===== config.mk =====
export PLATFORM = sky130hd
export DESIGN_NAME = ex_mem_stage
export DESIGN_NICKNAME = d
export VERILOG_FILES = /design/src/rtl/ex_mem_stage.sv
export SDC_FILE = /design/constraint.sdc
export NUM_CORES = 1
export LEC_CHECK = 0
export CAP_MARGIN = 20
export CORE_MARGIN = 2
export CORE_UTILIZATION = 35
export CTS_BUF_LIST = sky130_fd_sc_hd__clkbuf_2 sky130_fd_sc_hd__clkbuf_4 sky130_fd_sc_hd__clkbuf_8
export CTS_CLUSTER_DIAMETER = 150
export DETAILED_ROUTE_END_ITERATION = 8
export GPL_TIMING_DRIVEN = 0
export HOLD_SLACK_MARGIN = 0.1
export PLACE_DENSITY = 0.71
export SYNTH_ARGS = -nofsm -noshare
export SYNTH_HDL_FRONTEND = slang
export SYNTH_SLANG_ARGS = --single-unit

===== constraint.sdc =====
create_clock -name clk_i -period 4 [get_ports clk_i]
set_input_delay 0.8 -clock clk_i [delete_from_list [all_inputs] [get_ports clk_i]]
set_output_delay 0.8 -clock clk_i [all_outputs]
set_load 0.1 [all_outputs]

===== src/rtl/ex_mem_stage.sv =====
// ex_mem_stage: EX/MEM pipeline register with a two-entry skid buffer and opcode pre-decode.
// Define EX_MEM_FWD_EN to add the fwd_valid_o/fwd_rd_o/fwd_data_o bypass outputs.
`ifndef ADD_OP
`define ADD_OP 4'h0
`define SUB_OP 4'h1
`define MUL_OP 4'h2
`define DIV_OP 4'h3
`define AND_OP 4'h4
`define OR_OP  4'h5
`define XOR_OP 4'h6
`define LW_OP  4'h7
`define SW_OP  4'h8
`define LI_OP  4'h9
`define BEQ_OP 4'hA
`define BGT_OP 4'hB
`define BGE_OP 4'hC
`define JMP_OP 4'hD
`endif

module ex_mem_stage #(
    parameter int DATAWIDTH = 32,
    parameter int REGADDR   = 5
) (
    input  logic                 clk_i,
    input  logic                 rst_ni,
    input  logic                 flush_i,
    input  logic                 in_valid_i,
    output logic                 in_ready_o,
    input  logic [DATAWIDTH-1:0] alu_out_i,
    input  logic [3:0]           opcode_i,
    input  logic [REGADDR-1:0]   rd_i,
    input  logic [DATAWIDTH-1:0] store_data_i,
    output logic                 out_valid_o,
    input  logic                 out_ready_i,
    output logic [DATAWIDTH-1:0] result_o,
    output logic [DATAWIDTH-1:0] store_data_o,
    output logic [REGADDR-1:0]   rd_o,
    output logic                 mem_rd_o,
    output logic                 mem_wr_o,
    output logic                 wb_en_o
`ifdef EX_MEM_FWD_EN
    ,
    output logic                 fwd_valid_o,
    output logic [REGADDR-1:0]   fwd_rd_o,
    output logic [DATAWIDTH-1:0] fwd_data_o
`endif
);
    typedef struct packed {
        logic [DATAWIDTH-1:0] result;
        logic [DATAWIDTH-1:0] sdata;
        logic [REGADDR-1:0]   rd;
        logic                 mem_rd;
        logic                 mem_wr;
        logic                 wb_en;
    } entry_t;

    entry_t main_q, skid_q, in_entry;
    logic   main_valid, skid_valid, in_fire, out_fire, wb_op;

    assign wb_op = opcode_i inside {`ADD_OP, `SUB_OP, `MUL_OP, `DIV_OP, `AND_OP,
                                    `OR_OP, `XOR_OP, `LW_OP, `LI_OP};

    always_comb begin
        in_entry        = '0;
        in_entry.result = alu_out_i;
        in_entry.sdata  = store_data_i;
        in_entry.rd     = rd_i;
        in_entry.mem_rd = opcode_i == `LW_OP;
        in_entry.mem_wr = opcode_i == `SW_OP;
        in_entry.wb_en  = wb_op && (rd_i != '0);
    end

    // Ready comes straight from the skid flop, so out_ready_i never reaches in_ready_o.
    assign in_ready_o = ~skid_valid;
    assign in_fire    = in_valid_i && in_ready_o;
    assign out_fire   = main_valid && out_ready_i;

    always_ff @(posedge clk_i or negedge rst_ni) begin
        if (!rst_ni) begin
            main_valid <= 1'b0;
            skid_valid <= 1'b0;
            main_q     <= '0;
            skid_q     <= '0;
        end else if (flush_i) begin
            main_valid <= 1'b0;
            skid_valid <= 1'b0;
        end else if (!main_valid || out_fire) begin
            if (skid_valid) begin
                main_q     <= skid_q;
                main_valid <= 1'b1;
                skid_valid <= 1'b0;
            end else begin
                main_valid <= in_fire;
                if (in_fire) main_q <= in_entry;
            end
        end else if (in_fire) begin
            skid_q     <= in_entry;
            skid_valid <= 1'b1;
        end
    end

    assign out_valid_o  = main_valid;
    assign result_o     = main_q.result;
    assign store_data_o = main_q.sdata;
    assign rd_o         = main_q.rd;
    assign mem_rd_o     = main_valid && main_q.mem_rd;
    assign mem_wr_o     = main_valid && main_q.mem_wr;
    assign wb_en_o      = main_valid && main_q.wb_en;

`ifdef EX_MEM_FWD_EN
    assign fwd_valid_o = out_valid_o && wb_en_o && !mem_rd_o;
    assign fwd_rd_o    = rd_o;
    assign fwd_data_o  = result_o;
`endif
endmodule


; Yosys cells after proc, flatten, opt, wreduce, memory -nomap -nowiden
; Index checks and enable logic that the tools add are counted.
[classes]
n_reduce_logical = 16
n_eq_ne = 9
n_bitwise = 3
n_mux = 8
[op_table]
columns = op, count
row1 = 2-to-1 mux 72 bit, 2
row2 = "== test 4 x 3 -> 1 bit, second input constant", 4
row3 = nonzero test 9 bit, 1
row4 = "== test 4 x 2 -> 1 bit, second input constant", 2
row5 = "== test 4 bit, second input constant", 2
row6 = logical AND 1 bit, 6
row7 = 2-to-1 mux 1 bit, 6
row8 = AND reduction 3 bit, 2
row9 = nonzero test 5 bit, 1
row10 = "== test 4 x 1 -> 1 bit, second input constant", 1
row11 = zero test 4 bit, 1
row12 = nonzero test 2 bit, 2
row13 = inverter 1 bit, 3
row14 = nonzero test 3 bit, 1
row15 = zero test 1 bit, 1
row16 = logical OR 1 bit, 1
[totals]
out_inout_bits = 74
ff_bits = 146

; Longest topological paths before layout
; Gate-level depths: netlist of the first run.
[logic_depth]
depth_word = 5
mapped_depth = 6
ltp_nobuf = 3

; Worst setup path before layout of the first run
; OpenSTA, ideal clock, no wires.
[synth_path]
kind = reg2out
startpoint = reg main_valid (netlist: out_valid_o)
endpoint = out mem_wr_o
required_time_ns = 3.200
arrival_time_ns = 1.817
path_slack_ns = 1.383
stages_incl_launch_ff = 2
path_cell_list = dfrtp_1 > and2_1
[synth_between]
elab_chain_cells = 1
[synth_rtl]
columns = item, line
row1 = "start, declared", 58  ; logic main_valid, skid_valid, in_fire, out_fire, wb_op;
row2 = "start signal, assigned", 93  ; main_valid <= in_fire;
row3 = logical AND 1 bit, 107  ; assign mem_wr_o = main_valid && main_q.mem_wr;
row4 = "end, declared", 39  ; output logic mem_wr_o,
; No other way between the ends.

; Final worst setup path of the first run
[layout_path]
startpoint = reg skid_valid
endpoint = out in_ready_o
[layout_between]
elab_chain_cells = 1
[layout_rtl]
columns = item, line
row1 = "start, declared", 58
row2 = "start signal, assigned", 81  ; skid_valid <= 1'b0;
row3 = "start signal, assigned", 86  ; skid_valid <= 1'b0;
row4 = "start signal, assigned", 91  ; skid_valid <= 1'b0;
row5 = inverter 1 bit, 74  ; assign in_ready_o = ~skid_valid;
row6 = "end, declared", 28  ; output logic in_ready_o,
; No other way between the ends.

==> flow_metrics.tcl, run 1 <==
set metrics [dict create \
    slew_headroom 0.3226 \
    rows 51 \
    critPathCaptureType "primary output" \
    fin_crit_sh 0.8293 \
    grt_max_degree 89 \
    p_leak_nw 3.907 \
    die_area_sq_um 20880 \
    worstSetupPathType "flip-flop to primary output" \
    antenna_found_initial 0 \
    drt_iter0_drc 105 \
    htreeDepth 4 \
    fmax_mhz 301.4 \
    min_period_ps 3317 \
    syn-num-nets 555 \
    grt_use_total 0.1432 \
    critPathMaxStageDelay_ps 1120 \
    nNetsFinal 726 \
    slew_violations 0 \
    grt_pass1_wl_mm 22.93 \
    yosys_most_used_dff "dfrtp_1" \
    slowest_stage "clkdlybuf4s50_1" \
    clk_path_buf_depth 2 \
    synth-edff-count 0 \
    antenna_left 0 \
    synth_cell_types 27 \
    fp.dieW_um 144.5 \
    place_hpwl_mm 10.60 \
    setup_viol 0 \
    crit_family "buffers and inverters" \
    start_kind "flip-flop" \
    clock_latency_ps 430 \
    max_slew.worst_pin.slew_ps 1013 \
    antenna_cells 0 \
    dp_cells 894 \
    detail_route.wl_per_cell_um 15.66 \
    netlist_instances 477 \
    drc 0 \
    rr_worst_depth 4 \
    gp_congestion 0.7474 \
    post-route-util 0.4717 \
    crit_arrival_ps 2520 \
    synth-seq-cells 146 \
    start_util 0.3562 \
    syn_area_per_cell_sq_um 14.48 \
    power_density_nw_per_um2 552.1 \
    layout-drive-gt1-share 0.4781 \
    status "finished clean" \
    postCtsSetupBuffers 0 \
    vias 4158 \
    instances_no_fill 926 \
    required_ps 3200 \
    async_flop_share 1.000 \
    cts_tree "built" \
    die_h_um 144.5 \
    core_sq_um 19400 \
    clock_skew_ps 11.86 \
    first_pass_iters 4 \
    hp-class "input pin to async pin" \
    io_pins 152 \
    cts-root-buf "clkbuf_8" \
    maxCapViolCount 0 \
    syn_area_sq_um 6909 \
    ys_seq_area_frac 0.5288 \
    io_buffers 151 \
    syn2layout_area_growth_pct 32.45 \
    critical_path.max_fanout 10 \
    crit_path_cell_trace "buf_2, buf_6, buf_2, inv_1, clkdlybuf4s50_1" \
    vias_per_cell 4.490 \
    peakVddDrop_mv 0.2982 \
    wl_mm 14.50 \
    ctsHoldBuffers 0 \
    rsz0062_at_grt "false" \
    ys.warnings.count 0 \
    numCtsBuffers 17 \
    hold_violations 0 \
    gr-total-overflow 0 \
    ctsResizeCount 0 \
    crit_cells 5 \
    clkSlewWorstSetupHoldPaths_ps 80 \
    critPathMostFrequentCell "buf_2" \
    first_global_vias 4521 \
    clock-sinks 146 \
    path_buf_inv 5 \
]
## layer usage
layer  vias up  share of wire  track usage
met1      2084           0.43       0.1729
li1       1952              -            -
met4         0          0.016      0.04701
met3        17          0.058      0.04238
met2       105           0.50       0.2454
met5         -              0            0
## worst reg2reg max path, delay by kind of cell (launching register included)
kind / cells / cell delay, ps
multiplexers: 1 / 350
buffers and inverters: 1 / 260
flip-flops: 1 / 440
AND/OR/NAND/NOR: 2 / 800
## state kept, by name (all words and copies together), names as in the netlist
register	flops
out_valid_o	1
skid_valid	1
result_o	32
rd_o	5
skid_q	72
store_data_o	32
main_q	3
## cells in the final DEF (no fill, tap or decap), types with 2 or more instances in the layout
cell type          n
mux2_1            23
buf_4             69
clkdlybuf4s50_1  150
dfrtp_1          146
clkinvlp_4         3
nor2_1             2
nor3_1             2
buf_2             11
buf_6             10
clkbuf_1           3
inv_1              3
o21ai_0            2
mux2_2           187
nand2_1            2
and2_1             3
inv_6              2
clkinv_2           6
mux2i_1            2
clkbuf_8          19
## kinds of logic after synthesis
| logic type | after synthesis | share of synthesized area |
|---|---|---|
| muxes | 212 | 0.3452 |
| and+or+nand+nor | 17 | 0.01793 |
| AOI/OAI and AO/OA | 7 | 0.007244 |
| DFF | 146 | 0.5288 |
| buffers and inverters | 95 | 0.1009 |
## power by group
group | switching (mW) | leakage (nW) | internal [mW]
clock network | 0.563 | 0.188 | 0.522
logic | 1.29 | 1.96 | 0.727
registers | 0.155 | 1.76 | 1.80
total | 2.01 | 3.91 | 3.05
## final timing paths
check	start	endpoint	slack (ps)
worst max-delay path	skid_valid$_DFFE_PN0P_	in_ready_o	680
worst min-delay path	rst_ni	skid_q[50]$_DFFE_PN0P_	320
worst max register to register	out_valid_o$_DFFE_PN0N_	store_data_o[25]$_DFFE_PN0P_	2040
worst min register to register	main_q[1]$_DFFE_PN0P_	main_q[1]$_DFFE_PN0P_	490
max in group asynchronous	rst_ni	skid_q[14]$_DFFE_PN0P_	2850
min in group clk_i	main_q[1]$_DFFE_PN0P_	main_q[1]$_DFFE_PN0P_	490
## cell usage after synthesis (2+ instances only)
cell type | count | area share
mux2_2 | 187 | 0.30
dfrtp_1 | 146 | 0.53
buf_4 | 69 | 0.075
mux2_1 | 23 | 0.037
buf_2 | 11 | 0.0080
buf_6 | 9 | 0.015
and2_1 | 3 | 0.0027
clkbuf_1 | 3 | 0.0016
inv_1 | 3 | 0.0016
mux2i_1 | 2 | 0.0029
nand2_1 | 2 | 0.0011
nor2_1 | 2 | 0.0011
nor3_1 | 2 | 0.0014
o21ai_0 | 2 | 0.0014
## area by class of cell
| cell class | count | area (sq um) |
|---|---|---|
| fill | 1758 | 10250 |
| sequential | 146 | 3654 |
| multi-input combinational | 236 | 2559 |
| timing repair buffer | 152 | 1540 |
| buffer | 92 | 685.7 |
| tap | 265 | 331.6 |
| clock buffer | 19 | 261.5 |
| clock inverter | 13 | 108.9 |
| inverter | 3 | 11.26 |
## stage by stage
| step | total power [mW] | setup slack, ps | cell area (sq um) | hold WS [ps] | setup TNS, ps |
|---|---|---|---|---|---|
| after global placement | 3.959 | -3563 | 8752 | 461.1 | -518590 |
| final | 5.052 | 682.6 | 9151 | 321.1 | 0 |
| after floorplan | 3.520 | 1383 | 6909 | 449.7 | 0 |
| after CTS | 5.126 | 613.5 | 9151 | 324.2 | 0 |
| after detailed placement | 4.014 | 1105 | 8781 | 477.5 | 0 |
| after global routing | 5.289 | 562.3 | 9151 | 339.1 | 0 |
Power figures use the tool's default switching activity.
==> run 2: changes to the inputs <==
Settings changed: PLACE_DENSITY 0.71 to 0.73.
Clock period 4 ns to 2.9 ns, I/O delays scaled along.
==> run 2 against run 1 <==
Via count grew 1.4%. Non-clock buffer count unchanged. Worst hold slack worse by 180 ps. Routed wire length grew 1.8%. Register-to-register slack lost 990 ps. Clock skew is 3.8 ps lower. Critical path depth is 3 lower. Count of clock-buffer cells in the layout up 1.
==> flow_metrics.tcl, run 2 (synthesized netlist as in run 1, its figures left out) <==
set metrics [dict create \
    status "finished clean" \
    vias_per_cell 4.552 \
    crit_arrival_ps 2150 \
    first_global_vias 4601 \
    clock_skew_ps 8.103 \
    slowest_stage "clkdlybuf4s50_1" \
    ff2ff_setup_slack_ps 1050 \
    globalRouteMet2Util 0.2497 \
    numCtsBuffers 17 \
    hp-class "input pin to async pin" \
    antenna_left 0 \
    worstSetupPathType "flip-flop to primary output" \
    maxCapViolCount 0 \
    rows 51 \
    p_leak_nw 3.944 \
    required_ps 2320 \
    grt_use_total 0.1454 \
    cp-endpoint "wb_en_o" \
    layout-drive-gt1-share 0.4796 \
    postCtsSetupBuffers 0 \
    start_util 0.3562 \
    max_slew.worst_pin.slew_ps 1023 \
    final_common_cell "mux2_2" \
    antenna_cells 0 \
    largest_reg_flops 72 \
    hold_violations 0 \
    busiest_layer "met2" \
    multiInputGateArea_sq_um 2559 \
    slew_headroom 0.3161 \
    critPathMaxStageDelay_ps 1140 \
    start_kind "flip-flop" \
    layout_common_cells "mux2_2 (187), clkdlybuf4s50_1 (149), dfrtp_1 (146), buf_4 (69), mux2_1 (23)" \
    instances_no_fill 926 \
    gr-total-overflow 0 \
    detail_route.wl_per_cell_um 15.93 \
    finalInstanceArea_sq_um 9248 \
    regArea_sq_um 3654 \
    htreeDepth 4 \
    first_pass_iters 4 \
    clock-sinks 146 \
    fillers 1724 \
    crit_family "buffers and inverters" \
    wl_mm 14.75 \
    grt_max_degree 83 \
    rr_worst_depth 4 \
    setup_viol 0 \
    fin_crit_sh 0.9398 \
    critPathCaptureType "primary output" \
    fp.dieW_um 144.5 \
    largest-register "skid_q" \
    min_period_ps 2726 \
    antenna_found_initial 0 \
    drc 0 \
    core_sq_um 19400 \
    rsz0062_at_grt "false" \
    critical_path.max_fanout 6 \
    fmax_mhz 366.9 \
    peakVddDrop_mv 0.3793 \
    die_area_sq_um 20880 \
    dp_cells 894 \
    crit_cells 2 \
    slew_violations 0 \
    drt_iter0_drc 53 \
    io_buffers 151 \
    path_buf_inv 1 \
    crit_path_cell_trace "and2_1, clkdlybuf4s50_1" \
    placed_area_sq_um 8781 \
    place_hpwl_mm 10.71 \
    power_density_nw_per_um2 795.5 \
    clk_path_buf_depth 2 \
    cts_tree "built" \
    met1_usage 0.1773 \
    cts-root-buf "clkbuf_8" \
    clkSlewWorstSetupHoldPaths_ps 80 \
    grt_pass1_wl_mm 23.38 \
    syn2layout_area_growth_pct 33.85 \
    r2r_end "store_data_o[13]$_DFFE_PN0P_" \
    rr_startpoint "out_valid_o$_DFFE_PN0N_" \
    met3_usage 0.03742 \
    io_pins 152 \
    tns_ps 0 \
    die_h_um 144.5 \
    clock_latency_ps 430 \
    gp_congestion 0.7167 \
    crit_path_start "out_valid_o$_DFFE_PN0N_" \
    nNetsFinal 726 \
    vias 4215 \
]
[run 2: power breakdown]
part | leakage [nW] | internal, mW | switching [mW] | total [mW]
Clock | 0.225 | 1.08 | 0.790 | 1.87
Sequential | 1.76 | 2.48 | 0.217 | 2.70
Combinational | 1.96 | 1.00 | 1.78 | 2.79
[run 2: metrics by stage]
step	total power, mW	setup WS, ps	utilization	hold WS (ps)
4_1_cts	7.462	30.46	0.4769	138.4
6_report	7.356	174.5	0.4767	141.3
2_1_floorplan	4.855	502.7	-	284.4
5_1_grt	7.693	78.97	0.4767	143.4
3_5_place_dp	5.547	248.6	0.4527	477.4
3_3_place_gp	5.459	-4454	0.4512	467.7
[run 2: routing by layer]
layer,vias up,share of wire
met5,-,0
met4,0,0.016
met3,16,0.048
met2,99,0.50
met1,2157,0.43
li1,1943,-
[run 2: area by class of cell]
cell class	count	area share
Buffer	92	0.07414
Clock buffer	20	0.02909
Clock inverter	12	0.02192
Inverter	3	0.001218
Multi-Input combinational cell	236	0.2767
Sequential cell	146	0.3951
Tap cell	265	0.03585
Timing Repair Buffer	152	0.1660
[run 2: worst register-to-register path, cell delays in order (launching register included)]
cell	delay [ps]
dfrtp_1	420
nor2b_4	160
nor3_4	550
buf_6	260
mux2_2	350
[run 2: how the worst min path moves through the flow]
stage / end / cells after the start
4_1_cts: result_o[2]$_DFFE_PN0P_ / 1
3_3_place_gp: skid_q[28]$_DFFE_PN0P_ / 1
3_5_place_dp: result_o[29]$_DFFE_PN0P_ / 1
5_1_grt: skid_q[50]$_DFFE_PN0P_ / 1
6_report: skid_q[46]$_DFFE_PN0P_ / 1
2_1_floorplan: main_q[0]$_DFFE_PN0P_ / 0
[run 2: what timing repair did]
action | CTS | global route
gates resized for setup | 1 | 2
setup endpoints to repair | 1 | 1
hold buffers | 0 | 0
